## src/rtl/hazard_sequencer_pkg.sv

```systemverilog
// Shared definitions for the pipeline hazard sequencer: FSM state encodings,
// the register-zero constant and the load-use comparator.
package hazard_sequencer_pkg;

    typedef enum logic [1:0] {
        HS_RUN      = 2'd0,
        HS_REDIRECT = 2'd1,
        HS_MEM_WAIT = 2'd2,
        HS_TIMEOUT  = 2'd3
    } hs_state_e;

    localparam logic [4:0] REG_ZERO = 5'd0;

    // A load into $zero never creates a dependency, so it is excluded.
    function automatic logic load_use_hazard(
        input logic       ex_mem_read,
        input logic [4:0] ex_rt,
        input logic [4:0] id_rs,
        input logic [4:0] id_rt,
        input logic       id_uses_rt
    );
        return ex_mem_read && (ex_rt != REG_ZERO) &&
               ((ex_rt == id_rs) || (id_uses_rt && (ex_rt == id_rt)));
    endfunction

endpackage

```

## src/rtl/hazard_sequencer_sat_counter.sv

```systemverilog
// Saturating up-counter with a synchronous clear that overrides increment.
module sat_counter #(
    parameter int W = 16
) (
    input  logic         clk,
    input  logic         reset_n,
    input  logic         clear,
    input  logic         inc,
    output logic [W-1:0] count
);

    localparam logic [W-1:0] ONE = {{(W-1){1'b0}}, 1'b1};

    logic [W-1:0] count_q;

    always_ff @(posedge clk or negedge reset_n) begin
        if (!reset_n) begin
            count_q <= '0;
        end else if (clear) begin
            count_q <= '0;
        end else if (inc && (count_q != '1)) begin
            count_q <= count_q + ONE;
        end
    end

    assign count = count_q;

endmodule

```

## src/rtl/hazard_sequencer.sv

```systemverilog
// Central hazard controller: front-end stall/squash decisions, redirect
// penalty sequencing, data-memory waits with timeout, and hazard counters.
module hazard_sequencer
    import hazard_sequencer_pkg::*;
#(
    parameter int CNT_W            = 16,
    parameter int REDIRECT_PENALTY = 1,
    parameter int MAX_MEM_WAIT     = 15
) (
    input  logic             clk,
    input  logic             reset_n,
    input  logic             jump,
    input  logic             bne,
    input  logic             jr,
    input  logic             ID_EX_MemRead,
    input  logic [4:0]       ID_EX_Rt,
    input  logic [4:0]       IF_ID_Rs,
    input  logic [4:0]       IF_ID_Rt,
    input  logic             IF_ID_UsesRt,
    input  logic             mem_busy,
    input  logic             count_clear,
    output logic             PC_write,
    output logic             IF_ID_write,
    output logic             IF_flush,
    output logic             ID_flush,
    output logic             EX_hold,
    output logic [1:0]       state,
    output logic             err_timeout,
    output logic [CNT_W-1:0] flush_count,
    output logic [CNT_W-1:0] stall_count
);

    localparam logic       HAS_REDIRECT = (REDIRECT_PENALTY > 1);
    localparam logic [1:0] PEN_INIT     = 2'(REDIRECT_PENALTY - 1);
    localparam logic [7:0] WAIT_MAX     = 8'(MAX_MEM_WAIT);

    hs_state_e  state_q;
    logic [1:0] pen_q;
    logic [7:0] wait_q;
    logic       err_q;
    logic       lu;
    logic       ctl_xfer;

    assign lu       = load_use_hazard(ID_EX_MemRead, ID_EX_Rt, IF_ID_Rs, IF_ID_Rt, IF_ID_UsesRt);
    assign ctl_xfer = jump | bne | jr;

    // pen_q survives a MEM_WAIT detour so the remaining penalty resumes afterwards.
    always_ff @(posedge clk or negedge reset_n) begin
        if (!reset_n) begin
            state_q <= HS_RUN;
            pen_q   <= 2'd0;
            wait_q  <= 8'd0;
            err_q   <= 1'b0;
        end else begin
            unique case (state_q)
                HS_RUN: begin
                    if (mem_busy) begin
                        state_q <= HS_MEM_WAIT;
                        wait_q  <= 8'd1;
                    end else if (!lu && ctl_xfer && HAS_REDIRECT) begin
                        state_q <= HS_REDIRECT;
                        pen_q   <= PEN_INIT;
                    end
                end
                HS_REDIRECT: begin
                    if (mem_busy) begin
                        state_q <= HS_MEM_WAIT;
                        wait_q  <= 8'd1;
                    end else begin
                        pen_q <= pen_q - 2'd1;
                        if (pen_q == 2'd1) state_q <= HS_RUN;
                    end
                end
                HS_MEM_WAIT: begin
                    if (!mem_busy) begin
                        state_q <= (pen_q != 2'd0) ? HS_REDIRECT : HS_RUN;
                    end else if (wait_q == WAIT_MAX) begin
                        state_q <= HS_TIMEOUT;
                        err_q   <= 1'b1;
                    end else begin
                        wait_q <= wait_q + 8'd1;
                    end
                end
                default: ;
            endcase
        end
    end

    always_comb begin
        PC_write    = 1'b1;
        IF_ID_write = 1'b1;
        IF_flush    = 1'b0;
        ID_flush    = 1'b0;
        EX_hold     = 1'b0;
        if (!reset_n) begin
            PC_write    = 1'b0;
            IF_ID_write = 1'b0;
        end else if ((state_q == HS_MEM_WAIT) || (state_q == HS_TIMEOUT) || mem_busy) begin
            PC_write    = 1'b0;
            IF_ID_write = 1'b0;
            EX_hold     = 1'b1;
        end else if (state_q == HS_REDIRECT) begin
            IF_flush = 1'b1;
        end else if (lu) begin
            PC_write    = 1'b0;
            IF_ID_write = 1'b0;
            ID_flush    = 1'b1;
        end else if (ctl_xfer) begin
            IF_flush = 1'b1;
            ID_flush = bne | jr;
        end
    end

    assign state       = state_q;
    assign err_timeout = err_q;

    sat_counter #(.W(CNT_W)) u_flush_cnt (
        .clk     (clk),
        .reset_n (reset_n),
        .clear   (count_clear),
        .inc     (IF_flush),
        .count   (flush_count)
    );

    sat_counter #(.W(CNT_W)) u_stall_cnt (
        .clk     (clk),
        .reset_n (reset_n),
        .clear   (count_clear),
        .inc     (~PC_write & reset_n),
        .count   (stall_count)
    );

endmodule

```

## config.mk

```make
export PLATFORM = sky130hd
export DESIGN_NAME = hazard_sequencer
export DESIGN_NICKNAME = d
export VERILOG_FILES = /design/src/rtl/hazard_sequencer_pkg.sv /design/src/rtl/hazard_sequencer_sat_counter.sv /design/src/rtl/hazard_sequencer.sv
export SDC_FILE = /design/constraint.sdc
export NUM_CORES = 1
export LEC_CHECK = 0
export BUFFER_PORTS_ARGS = -buffer_cell sky130_fd_sc_hd__clkbuf_2
export CAP_MARGIN = 25
export CORE_UTILIZATION = 50
export CTS_BUF_LIST = sky130_fd_sc_hd__clkbuf_4
export DETAILED_ROUTE_END_ITERATION = 12
export PLACE_DENSITY_LB_ADDON = 0.08
export SKIP_CTS_REPAIR_TIMING = 1
export SLEW_MARGIN = 20
export SYNTH_ARGS = -nofsm -noshare
export SYNTH_HDL_FRONTEND = slang
export SYNTH_SLANG_ARGS = --single-unit
```

## constraint.sdc

```tcl
create_clock -name clk -period 2.8 [get_ports clk]
set_clock_uncertainty 0.15 [all_clocks]
set_input_delay 0.56 -clock clk [delete_from_list [all_inputs] [get_ports clk]]
set_output_delay 0.56 -clock clk [all_outputs]
set_load 0.05 [all_outputs]
```

# Word level (Yosys, flattened, before mapping)
# Cells that the tools add are included.
[totals] ff_bits=45 inputBits=24 out_inout_bits=40 wordCells=82
[op_classes] add_sub_neg=4 eq_ne=15 muxes=31 bitwise=6 n_reduce_logical=20
[op_table] op="$mux 16" count=4
[op_table] op="$add 16x1->16 const B" count=2
[op_table] op="$ne 16x16->1 const B" count=2
[op_table] op="$mux 8" count=3
[op_table] op="$mux 1" count=17
[op_table] op="$pmux 8 s2" count=1
[op_table] op="$eq 5x5->1" count=2
[op_table] op="$mux 2" count=5
[op_table] op="$add 8x1->8 const B" count=1
[op_table] op="$eq 8x4->1 const B" count=1
[op_table] op="$reduce_and 4->1" count=2
[op_table] op="$reduce_bool 2->1" count=4
[op_table] op="$ne 2x2->1 const B" count=3
[op_table] op="$ne 3x3->1 const B" count=2
[op_table] op="$pmux 2 s3" count=1
[op_table] op="$logic_and 1x1->1" count=5
[op_table] op="$reduce_bool 5->1" count=1
[op_table] op="$eq 2x1->1 const B" count=2
[op_table] op="$eq 2x2->1 const B" count=2
[op_table] op="$logic_or 1x1->1" count=3
[op_table] op="$or 1x1->1" count=3
[op_table] op="$reduce_and 3->1" count=1
[op_table] op="$reduce_bool 3->1" count=1
[op_table] op="$logic_not 2->1" count=1
[op_table] op="other kinds (6)" count=7

# Longest topological paths before layout
# Gate-level depths: netlist of the first run.
[depth] depth_word=13 ltp_mapped=10 mapped_depth_nobuf=8

# Modules after synthesis
# From an unflattened synthesis of the first run, not the netlist that was laid out.
[unflattened] hier_cells=304 hier_area_um2=2864.0
[modules_own_cells] module="sat_counter" n_inst=2 cells_each=98 area_each_um2=942.2 seq_area_each_um2=400.4
[modules_own_cells] module="hazard_sequencer" n_inst=1 cells_each=108 area_each_um2=979.7 seq_area_each_um2=325.3

# Least setup slack after synthesis of the first run
# OpenSTA, ideal clock, no wires.
[synth_timing] path_kind="register -> output" start="register state_q[0], in the netlist state[0]" end="output port ID_flush" arrival_ns=2.686 required_time_ns=2.090 slack_ns=-0.596 stages_incl_launch_ff=7 n_path_buf=1 cell_sequence="dfrtp_1 inv_1 ha_1 buf_2 nor3_2 nand2_1 nor3_1"
[synth_between] elab_chain_len=5 elab_cells_between_ends=8 classes_between="3 x eq/ne; 3 x mux; 2 x reduce/logical"
[synth_lines] element="start: declaration" line_no="hazard_sequencer.sv:37" rtl="hs_state_e state_q;"
[synth_lines] element="start signal: assignment" line_no="hazard_sequencer.sv:76" rtl="state_q <= (pen_q != 2'd0) ? HS_REDIRECT : HS_RUN;"
[synth_lines] element="$eq 2x2->1" line_no="hazard_sequencer.sv:98" rtl="end else if ((state_q == HS_MEM_WAIT) || (state_q == HS_TIMEOUT) || mem_busy) begin"
[synth_lines] element="$logic_or 1x1->1 (2 in series)" line_no="hazard_sequencer.sv:98"
[synth_lines] element="$mux 1 (*)" line_no="hazard_sequencer.sv:98"
[synth_lines] element="$mux 1 (*)" line_no="hazard_sequencer.sv:95" rtl="if (!reset_n) begin"
[synth_lines] element="end: declaration" line_no="hazard_sequencer.sv:25" rtl="output logic ID_flush,"
# Every way passes the cells marked *; elsewhere a longest branch is shown, timed or not.

# Worst setup path in the final report of the first run
[layout_timing] start="input port ID_EX_Rt[1]" end="output port PC_write"
[layout_between] elab_chain_len=8 elab_cells_between_ends=11 classes_between="2 x eq/ne; 4 x mux; 5 x reduce/logical"
[layout_lines] element="start: declaration" line_no="hazard_sequencer.sv:16" rtl="input logic [4:0] ID_EX_Rt,"
[layout_lines] element="$eq 5x5->1" line_no="hazard_sequencer_pkg.sv:23" rtl="((ex_rt == id_rs) || (id_uses_rt && (ex_rt == id_rt)));"
[layout_lines] element="$logic_and 1x1->1" line_no="hazard_sequencer_pkg.sv:23"
[layout_lines] element="$logic_or 1x1->1" line_no="hazard_sequencer_pkg.sv:23"
[layout_lines] element="$logic_and 1x1->1 (*)" line_no="hazard_sequencer_pkg.sv:22" rtl="return ex_mem_read && (ex_rt != REG_ZERO) &&"
[layout_lines] element="$mux 1 (*)" line_no="hazard_sequencer.sv:104" rtl="end else if (lu) begin"
[layout_lines] element="$mux 1 (*)" line_no="hazard_sequencer.sv:102" rtl="end else if (state_q == HS_REDIRECT) begin"
[layout_lines] element="$mux 1 (*)" line_no="hazard_sequencer.sv:98"
[layout_lines] element="$mux 1 (*)" line_no="hazard_sequencer.sv:95"
[layout_lines] element="end: declaration" line_no="hazard_sequencer.sv:22" rtl="output logic PC_write,"
# Marked as above.

==> results.md, run 1 <==
* Run status: completed
* TritonCTS clock tree: yes
* Final Total Pwr at 1.990 mW
* Unrepaired setup endpoints after global routing: false
* Antenna diode instance count at 0
* Series of cell instances along the critical path: clkbuf_2, or4_4, o211ai_4, nor2_2, nor2_4, clkbuf_2
* Die area at 5824 um2
* Cell area after technology mapping at 2761 um2
* Slowest cell on the critical path: or4_4
* Number of vias per cell after detailed routing at 5.695
* Maximum fanout along the worst path at 5
* Die boundary height at 76.32 um
* Max Clock Freq at 0.3705 GHz
* Clock Tree Buf Depth at 2
* Flip-flop and latch count after synthesis at 45
* Final period demand of the worst path at 2.699 ns
* Fraction of final layout cells sized beyond drive strength 1 at 0.2802
* Finish-stage setup viols at 0
* Pwr per Cell Area at 586.6 nW/um2
* LEAKAGE at 1.541 nW
* Cell count after synthesis at 313
* Worst vdd rail ir drop at 306.2 uV
* Number of warnings issued by yosys at 0
* Via count of the first global-routing pass at 2,511
* Placement Setup Slack at 0.01875 ns
* Synthesized net count at 347
* Placement row count at 26
* Library cells used by synthesis at 42
* Area grow syn2layout at 22.88%
* Worst reg-to-reg setup slack at 0.25 ns
* Transition time of the tightest slew-check pin at 0.5274 ns
* R2R Path End: u_stall_cnt.count[3]
* Utilization after layout at 0.6519
* Sequential cell area fraction in the yosys report at 0.4078
* Total wire length after detailed routing at 6439 um
* Number of flops mapped to enable cells by yosys at 0
* Number of hold violations in the final report at 0
* Cell with the most instances after synthesis: dfrtp_1
* Critical path startpoint: ID_EX_Rt[1]
* Depth of the worst register-to-register path at 9
* Number of I/O pins at 64
* Total of buffers placed on input and output ports at 63
* GRT Residual Overflow at 0
* Iteration count of the initial detailed-routing pass at 4
* Total placed cells including tap cells at 448
* Global-route wire length before repair at 11,270 um
* Routed length per instance at 14.03 um
* CTS sink cnt at 45
* Initial cell density of the core at 0.5305
* Final clock period utilization by the worst path at 0.9640
* Routed via count at 2,614
* Final-report max-slew violation count at 0
* Fraction of registers with async set or reset after synthesis at 1.000
* Endpoint kind of the worst setup timing path: output pin
* Post-Synthesis Mean Instance Area at 8.822 um2
* Number of antenna violations at the first check in global routing at 0
* Max-slew headroom at 0.6447
* Buf/Inv on CP at 2
* # H-tree levels at 2
* Inserted Clock Buffers at 5
* Detailed placement HPWL at 4723 um
* GR Util All Layers at 0.2387
* Required time of the critical path at 2.09 ns
* Top cell by count, worst path: clkbuf_2
* Ranking of synthesized cells by area: dfrtp_1 41%, a21oi_1 4.9%, ha_1 4.5%
* Most area-hungry cell type in the Yosys netlist: dfrtp_1
* Min-delay worst type: input pin to asynchronous set/reset pin
* Commonest cells post-synth: 45 x dfrtp_1, 29 x nor2_1, 27 x a21oi_1
* Clock network latency to the later pin of the worst-skew pair at 0.36 ns
* Fin cells at 459
* Gp weighted congestion at 0.7841
* Root Buffer Master: clkbuf_4
* Largest net degree at the start of global routing at 42
* Iter 0 DRT Violations at 148
* Delay of the slowest critical-path stage at 0.56 ns
* Signal arrival time at the worst endpoint at 1.99 ns
* Least setup slack across all paths after layout at 0.1008 ns
* Post-DRT Antenna Nets at 0
* Critical R2R Launch: state[0]
* Top flip-flop cell by instance count after synthesis: dfrtp_1
* Sort of element at the start of the critical path: input pin
* Largest delay share family, worst path: simple AND/OR/NAND/NOR gates
* Die X-Extent at 76.32 um
* Max-capacitance violation count at 0
* Core region area at 5205 um2
* CTS clk-pin slew, worst paths at 0.13 ns
* Net total in the final layout at 422
* Post-route DRC at 0
* Fraction of synthesized cell area taken by the top area cell type at 0.4078
* Path type of the worst setup path: input pin to output pin
## layout make-up
class,instances,area [um2]
clock buffer,6,45.04
clock inverter,2,33.78
fill,443,1812
inverter,10,37.54
multi-input combinational,246,1598
sequential,45,1129
tap,70,87.58
timing repair buffer,80,462.9
## logic make-up (layout without fill, tap and decap cells)
group / count (synthesis) / after routing / share of synthesized area
AND/OR/NAND/NOR: 137 / 137 / 0.2624
adder cells (fa/ha/maj): 10 / 10 / 0.04531
multiplexers: 5 / 5 / 0.01948
AO/OA/AOI/OAI: 74 / 74 / 0.1654
XOR/XNOR: 20 / 20 / 0.06344
flip-flops: 45 / 45 / 0.4078
buffers and inverters: 22 / 98 / 0.03625
## stage by stage
stage	setup TNS (ns)	hold WS, ns	area (um2)
floorplan	-0.02120	0.1144	2805
global route	0	0.2586	3393
finish	0	0.2396	3393
detailed placement	0	0.2817	3258
CTS	-0.01867	-0.1334	3337
global placement	0	0.2803	3258
## state kept, by name, indices dropped and copies added (netlist names)
register           flops
wait_q                 8
pen_q                  2
u_flush_cnt.count     16
state                  2
err_timeout            1
u_stall_cnt.count     16
## layer usage
metal,vias up,global-route usage,share of wire
met2,75,0.4000,0.49
met1,1251,0.3065,0.46
met5,-,0,0
met4,0,0.09038,0.0090
li1,1284,-,-
met3,4,0.04311,0.047
## cell usage in the layout, fill, tap and decap left out, types with 12 or more instances in the layout
cell and instances:
clkbuf_2 61, dfrtp_1 43, a21oi_1 27, nor2_1 26
o21ai_0 21, nand2_1 21, nand3_1 20, buf_4 16
xor2_1 13, or3_1 12
## power by group
| part | switching [mW] | total [mW] | internal, mW | leakage (nW) |
|---|---|---|---|---|
| Combinational | 0.503 | 0.805 | 0.301 | 0.886 |
| Clock | 0.206 | 0.401 | 0.196 | 0.0433 |
| Sequential | 0.0718 | 0.784 | 0.713 | 0.613 |
## worst register-to-register path, stage by stage, from the launching register on
cell	delay [ns]
dfrtp_2	0.48
ha_2	0.23
buf_4	0.16
inv_1	0.09
o211ai_4	0.10
a211o_1	0.23
o21a_1	0.32
buf_4	0.24
or3_1	0.34
a21oi_1	0.15
## worst max-delay path by stage
stage | to | slack (ns) | cells after the start
CTS | IF_flush | -0.02 | 5
detailed placement | u_flush_cnt.count[14] | 0.02 | 7
floorplan | PC_write | -0.02 | 6
finish | PC_write | 0.10 | 6
global placement | PC_write | 0.06 | 6
global route | ID_flush | 0.03 | 7
(Power assumes the default switching activity.)
==> run 2: changes to the inputs <==
Settings changed: BUFFER_PORTS_ARGS -buffer_cell sky130_fd_sc_hd__clkbuf_2 to not set, DONT_BUFFER_PORTS set to 1.
==> run 2 against run 1 <==
  * Via count down 4.7%
  * Sequential cell count unchanged
  * Hold slack worse by 0.15 ns
  * Non-clock buffer count down 32
  * Die area unchanged
  * Power down 2.0%
  * Global-route usage down 0.81 points
  * Cell count down 7.0%
  * Combinational power down 6.1%
  * Core utilization down 1.5 points
  * Fmax down 1.8%
  * Largest power group is now registers
==> results.md, run 2 (synthesis gave the netlist of run 1 again) <==
* Commonest cells after routing, fill and taps aside: 44 x buf_4, 43 x dfrtp_1, 27 x a21oi_1, 26 x nor2_1, 22 x nand2_1 (was 61 x clkbuf_2, 43 x dfrtp_1, 27 x a21oi_1, 26 x nor2_1)
* CTS clk-pin slew, worst paths at 0.13 ns (about the same)
* LEAKAGE at 1.428 nW (was 1.541 nW)
* Global-route wire length before repair at 10,920 um (was 11,270 um)
* Placement Setup Slack at 0.1450 ns (was 0.01875 ns)
* Placed cell areas at 3186 um2 (was 3258 um2)
* Placement row count at 26 (unchanged)
* Critical path startpoint: state[0] (was ID_EX_Rt[1])
* Design Area, Final at 3313 um2 (was 3393 um2)
* Final-report max-slew violation count at 0 (unchanged)
* Post-DRT Antenna Nets at 0 (unchanged)
* Critical R2R Launch: state[0] (unchanged)
* Series of cell instances along the critical path: ha_1, or4_1, nand3_1, nor2_2, buf_4 (was clkbuf_2, or4_4, o211ai_4, nor2_2, nor2_4, clkbuf_2)
* Iter 0 DRT Violations at 108 (was 148)
* Final period demand of the worst path at 2.750 ns (was 2.699 ns)
* Run status: completed (unchanged)
* Max-capacitance violation count at 0 (unchanged)
* Core region area at 5205 um2 (unchanged)
* Total of buffers placed on input and output ports at 0 (was 63)
* Delay of the slowest critical-path stage at 0.56 ns (about the same)
* Die boundary height at 76.32 um (unchanged)
* Required time of the critical path at 2.09 ns (about the same)
* Fraction of final layout cells sized beyond drive strength 1 at 0.2017 (was 0.2802)
* Least setup slack across all paths after layout at 0.05038 ns (was 0.1008 ns)
* Worst vdd rail ir drop at 298.4 uV (was 306.2 uV)
* Slowest cell on the critical path: or4_1 (was or4_4)
* GR Util All Layers at 0.2306 (was 0.2387)
* Fin cells at 427 (was 459)
* Capture endpoint of the worst hold path: u_flush_cnt.count[8]
* Largest net degree at the start of global routing at 50 (was 42)
* Unrepaired setup endpoints after global routing: true (was false)
* Total wire length after detailed routing at 6448 um (was 6439 um)
* CTS sink cnt at 45 (unchanged)
* Endpoint kind of the worst setup timing path: output pin (unchanged)
* Number of I/O pins at 64 (unchanged)
* GRT Residual Overflow at 0 (unchanged)
* # H-tree levels at 2 (unchanged)
* Net total in the final layout at 390 (was 422)
* Transition time of the tightest slew-check pin at 0.5593 ns (was 0.5274 ns)
* Sort of element at the start of the critical path: register (was input pin)
* Number of hold violations in the final report at 0 (unchanged)
* Path type of the worst setup path: register to output pin (was input pin to output pin)
* Iteration count of the initial detailed-routing pass at 4 (unchanged)
* Gp weighted congestion at 0.7820 (was 0.7841)
* Utilization after layout at 0.6365 (was 0.6519)
* Die X-Extent at 76.32 um (unchanged)
* Number of vias per cell after detailed routing at 5.831 (was 5.695)
* Post-route DRC at 0 (unchanged)
* Worst reg-to-reg setup slack at 0.17 ns (was 0.25 ns)
* Detailed placement HPWL at 4568 um (was 4723 um)
* Pwr per Cell Area at 588.5 nW/um2 (was 586.6 nW/um2)
* Number of antenna violations at the first check in global routing at 0 (unchanged)
* Inserted Clock Buffers at 5 (unchanged)
* Largest delay share family, worst path: simple AND/OR/NAND/NOR gates (unchanged)
* Maximum fanout along the worst path at 7 (was 5)
* R2R Path End: u_stall_cnt.count[8] (was u_stall_cnt.count[3])
* TNS Setup at 0 ns (unchanged)
* Leading cell type in the layout, fill and taps excluded: buf_4 (was clkbuf_2)
* Antenna diode instance count at 0 (unchanged)
* Clock network latency to the later pin of the worst-skew pair at 0.36 ns (about the same)
* Area grow syn2layout at 19.98% (was 22.88%)
* Finish-stage setup viols at 0 (unchanged)
* Total placed cells including tap cells at 416 (was 448)
* Via count of the first global-routing pass at 2,412 (was 2,511)
* Max Clock Freq at 0.3637 GHz (was 0.3705 GHz)
* Hold path startpoint: count_clear
* Depth of the worst register-to-register path at 9 (unchanged)
* Buf/Inv on CP at 1 (was 2)
* Clock Tree Buf Depth at 2 (unchanged)
* Root Buffer Master: clkbuf_4 (unchanged)
* Initial cell density of the core at 0.5305 (unchanged)
* Routed length per instance at 15.10 um (was 14.03 um)
* Routed via count at 2,490 (was 2,614)
* Min-delay worst type: input pin to register (was input pin to asynchronous set/reset pin)
* Final clock period utilization by the worst path at 0.9820 (was 0.9640)
* Max-slew headroom at 0.6271 (was 0.6447)
* TritonCTS clock tree: yes (unchanged)
* Number of cells traversed by the worst hold path at 1
* Die area at 5824 um2 (unchanged)
* Signal arrival time at the worst endpoint at 2.04 ns (was 1.99 ns)
## run 2: power breakdown
group          leakage, nW  total [mW]  internal (mW)  switching (mW)
clock network       0.0433       0.411          0.196           0.215
logic                0.772       0.756          0.292           0.465
registers            0.613       0.782          0.713          0.0695
## run 2: layer usage
metal | part of all wire | vias to the layer above | global-route usage
li1 | - | 1224 | -
met1 | 0.45 | 1186 | 0.2908
met2 | 0.48 | 72 | 0.3901
met3 | 0.060 | 8 | 0.05749
met4 | 0.011 | 0 | 0.06731
met5 | 0 | - | 0
## run 2: worst max path at each step
stage,cells past startpoint,end,slack [ns]
2_1_floorplan,6,PC_write,-0.02
3_3_place_gp,6,u_flush_cnt.count[14],0.19
3_5_place_dp,6,u_flush_cnt.count[14],0.15
4_1_cts,6,IF_flush,-0.02
5_1_grt,7,ID_flush,-0.04
6_report,5,IF_flush,0.05
## run 2: final cells by class
class                      instances  area, um2
inverter                          10      37.54
tap                               70      87.58
multi-input combinational        246       1573
sequential                        45       1129
clock inverter                     2      33.78
timing repair buffer              48      407.9
fill                             462       1892
clock buffer                       6      45.04
## run 2: through the flow
step / power, mW / hold WS (ns)
final: 1.950 / 0.08950
after global routing: 2.081 / 0.05349
after CTS: 1.936 / -0.2942
after detailed placement: 1.525 / 0.1156
after global placement: 1.508 / 0.1157
after floorplan: 1.327 / 0.1144
==> run 3: changes to the inputs <==
Settings changed: ABC_AREA set to 1, CTS_BUF_LIST sky130_fd_sc_hd__clkbuf_4 to not set.
==> run 3 against run 2 <==
  * Register-to-register slack gained 0.47 ns
  * Die area grew 12%
  * Fmax grew 4.5%
  * Critical endpoint unchanged
==> results.md, run 3 <==
* Run status: completed (unchanged)
* Sort of element at the start of the critical path: register (unchanged)
* LEAKAGE at 1.819 nW (was 1.428 nW)
* Cell with the most instances after synthesis: nand2_1 (was dfrtp_1)
* Final clock period utilization by the worst path at 0.9395 (was 0.9820)
* # H-tree levels at 2 (unchanged)
* Commonest cells post-synth: 130 x nand2_1, 60 x nor2_1, 45 x dfrtp_1 (was 45 x dfrtp_1, 29 x nor2_1, 27 x a21oi_1)
* Top flip-flop cell by instance count after synthesis: dfrtp_1 (unchanged)
* Synthesized net count at 476 (was 347)
* Internal power at 1.250 mW (was 1.200 mW)
* Number of hold violations in the final report at 0 (unchanged)
* Core region area at 5956 um2 (was 5205 um2)
* Global-route wire length before repair at 11,810 um (was 10,920 um)
* Post-Synthesis Mean Instance Area at 7.023 um2 (was 8.822 um2)
* Leading cell type in the layout, fill and taps excluded: nand2_1 (was buf_4)
* Final-report max-slew violation count at 0 (unchanged)
* Number of warnings issued by yosys at 0 (unchanged)
* Net total in the final layout at 514 (was 390)
* Die X-Extent at 80.80 um (was 76.32 um)
* Total wire length after detailed routing at 6875 um (was 6448 um)
* Share of power burned in the clock network at 0.250 (was 0.211)
* Max Clock Freq at 0.3802 GHz (was 0.3637 GHz)
* Post-synthesis adder-cell area fraction at 0.04031 (was 0.04531)
* Routed length per instance at 12.37 um (was 15.10 um)
* CTS clk-pin slew, worst paths at 0.09 ns (was 0.13 ns)
* Antenna diode instance count at 0 (unchanged)
* Max-slew headroom at 0.6020 (was 0.6271)
* Number of flops mapped to enable cells by yosys at 0 (unchanged)
* Finish-stage setup viols at 0 (unchanged)
* Final period demand of the worst path at 2.631 ns (was 2.750 ns)
* Area grow syn2layout at 17.05% (was 19.98%)
* Dominant combinational cell family by area after synthesis: simple AND/OR/NAND/NOR gates (unchanged)
* Most area-hungry cell type in the Yosys netlist: dfrtp_1 (unchanged)
* Library cells used by synthesis at 31 (was 42)
* TritonCTS clock tree: yes (unchanged)
* Number of antenna violations at the first check in global routing at 0 (unchanged)
* TNS Setup at 0 ns (unchanged)
* Via count of the first global-routing pass at 2,729 (was 2,412)
* Largest net degree at the start of global routing at 48 (was 50)
* Placement row count at 28 (was 26)
* Commonest cells after routing, fill and taps aside: 130 x nand2_1, 60 x nor2_1, 44 x dfrtp_1, 43 x nand3_1, 42 x inv_1 (was 44 x buf_4, 43 x dfrtp_1, 27 x a21oi_1, 26 x nor2_1, 22 x nand2_1)
* GRT Residual Overflow at 0 (unchanged)
* Die boundary height at 80.80 um (was 76.32 um)
* Total of buffers placed on input and output ports at 0 (unchanged)
* Sequential fraction of design power at 0.369 (was 0.401)
* Pwr per Cell Area at 571.2 nW/um2 (was 588.5 nW/um2)
* Number of I/O pins at 64 (unchanged)
* Die area at 6528 um2 (was 5824 um2)
* Root Buffer Master: clkbuf_8 (was clkbuf_4)
* Flip-flop and latch count after synthesis at 45 (unchanged)
* Series of cell instances along the critical path: inv_1, ha_2, nor3_2, nand2_1, inv_1, nand2_1, a21oi_2, buf_12 (was ha_1, or4_1, nand3_1, nor2_2, buf_4)
* Gp weighted congestion at 0.8230 (was 0.7820)
* Inserted Clock Buffers at 5 (unchanged)
* Min-delay worst type: input pin to register (unchanged)
* Detailed placement HPWL at 4931 um (was 4568 um)
* Power spent charging and discharging nets at 0.8252 mW (was 0.7494 mW)
* Required time of the critical path at 2.09 ns (about the same)
* Maximum fanout along the worst path at 6 (was 7)
* Iteration count of the initial detailed-routing pass at 4 (unchanged)
* Area fraction in compound gates after synthesis at 0.05240 (was 0.1654)
* Final Total Pwr at 2.076 mW (was 1.950 mW)
* CTS sink cnt at 45 (unchanged)
* Initial cell density of the core at 0.5212 (was 0.5305)
* Number of vias per cell after detailed routing at 5.034 (was 5.831)
* Post-DRT Antenna Nets at 0 (unchanged)
* Post-synthesis share of cell area spent on and, or, nand and nor gates at 0.3877 (was 0.2623)
* Delay of the slowest critical-path stage at 0.41 ns (was 0.56 ns)
* Fraction of synthesized cell area taken by the top area cell type at 0.3628 (was 0.4078)
* Unrepaired setup endpoints after global routing: false (was true)
* Sequential cell area fraction in the yosys report at 0.3628 (was 0.4078)
* Mux share of post-synthesis cell area at 0.003628 (was 0.01948)
* Max-capacitance violation count at 0 (unchanged)
* Path type of the worst setup path: register to output pin (unchanged)
* Fraction of power spent switching nets at 0.3976 (was 0.3843)
* Cell count after synthesis at 442 (was 313)
* Endpoint kind of the worst setup timing path: output pin (unchanged)
* Transition time of the tightest slew-check pin at 0.5969 ns (was 0.5593 ns)
* Post-route DRC at 0 (unchanged)
* Clock network latency to the later pin of the worst-skew pair at 0.30 ns (was 0.36 ns)
* Ranking of synthesized cells by area: dfrtp_1 36%, nand2_1 16%, nor2_1 7.3% (was dfrtp_1 41%, a21oi_1 4.9%, ha_1 4.5%)
* Clock Tree Buf Depth at 2 (unchanged)
* Signal arrival time at the worst endpoint at 1.92 ns (was 2.04 ns)
* XOR/XNOR share of the synthesized area at 0.07054 (was 0.06343)
* Total of fill cells in the finished design at 573 (was 462)
* Fraction of final layout cells sized beyond drive strength 1 at 0.1580 (was 0.2017)
* Iter 0 DRT Violations at 109 (was 108)
* Cell area after technology mapping at 3104 um2 (was 2761 um2)
* GR Util All Layers at 0.2308 (was 0.2306)
* Worst vdd rail ir drop at 388.7 uV (was 298.4 uV)
* Fraction of registers with async set or reset after synthesis at 1.000 (unchanged)
* Routed via count at 2,799 (was 2,490)
* Combinational share of power at 0.382 (was 0.388)
* Slowest cell on the critical path: dfrtp_2 (was or4_1)
==> run 3: cell type report <==
type | instances | area, um2 | area share
multi-input cells | 336 | 1738 | 0.4783
flip-flops and latches | 45 | 1127 | 0.3103
repair buffers | 42 | 362.8 | 0.09986
inverters | 50 | 191.4 | 0.05269
well taps | 75 | 93.84 | 0.02583
clock buffers | 6 | 82.58 | 0.02273
clock inverters | 2 | 37.54 | 0.01033
==> run 3: routing by layer <==
metal | wire length, um | global-route usage | part of all wire | up-vias
met4 | 63 | 0.06429 | 0.0092 | 0
met3 | 298 | 0.05730 | 0.043 | 4
met1 | 3294 | 0.2875 | 0.48 | 1271
met5 | 0 | 0 | 0 | -
li1 | - | - | - | 1474
met2 | 3217 | 0.3958 | 0.47 | 50
==> run 3: worst paths after layout <==
path / end / slack, ns / from / cells after the start
worst min-delay path: u_flush_cnt.count[7] / 0.26 / count_clear / 3
max in group asynchronous: u_flush_cnt.count[0] / 1.68 / reset_n / 2
min in group asynchronous: wait_q[7] / 0.61 / reset_n / 2
worst max register to register: u_stall_cnt.count[1] / 0.64 / state[0] / 8
worst min register to register: pen_q[1] / 0.35 / pen_q[1] / 2
worst max-delay path: IF_flush / 0.17 / state[0] / 8
==> run 3: stage by stage <==
stage	std cells	utilization	worst slack [ns]	hold slack, ns	cell area [um2]
floorplan	442	-	0.01490	0.1144	3118
global placement	546	0.5824	0.4597	0.1157	3468
detailed placement	546	0.5824	0.3880	0.1154	3468
CTS	554	0.6025	0.05740	-0.2157	3588
global route	556	0.6101	0.04987	0.2562	3633
finish	556	0.6101	0.1695	0.2555	3633
==> run 3: logic make-up (layout without fill, tap and decap cells) <==
group                      after synthesis  in the layout
xor gates and xnor gates                25             25
muxes                                    1              1
DFF                                     45             45
buffers and inverters                   61            100
adders and majority gates               10             10
AOI/OAI and AO/OA                       28             28
and+or+nand+nor                        272            272
==> run 3: power by group through the flow <==
| stage | sequential [mW] | clock, mW | combinational [mW] |
|---|---|---|---|
| 2_1_floorplan | 0.898 | 0 | 0.461 |
| 3_3_place_gp | 0.776 | 0 | 0.759 |
| 3_5_place_dp | 0.779 | 0 | 0.767 |
| 4_1_cts | 0.766 | 0.534 | 0.770 |
| 5_1_grt | 0.777 | 0.556 | 0.882 |
| 6_report | 0.765 | 0.518 | 0.792 |
==> run 3: worst max-delay path: cells and delay by family (launching register included) <==
kind,cells,cell delay (ns)
adders and majority gates,1,0.23
and+or+nand+nor,3,0.46
buffers and inverters,3,0.36
DFF,1,0.41
AOI/OAI and AO/OA,1,0.17
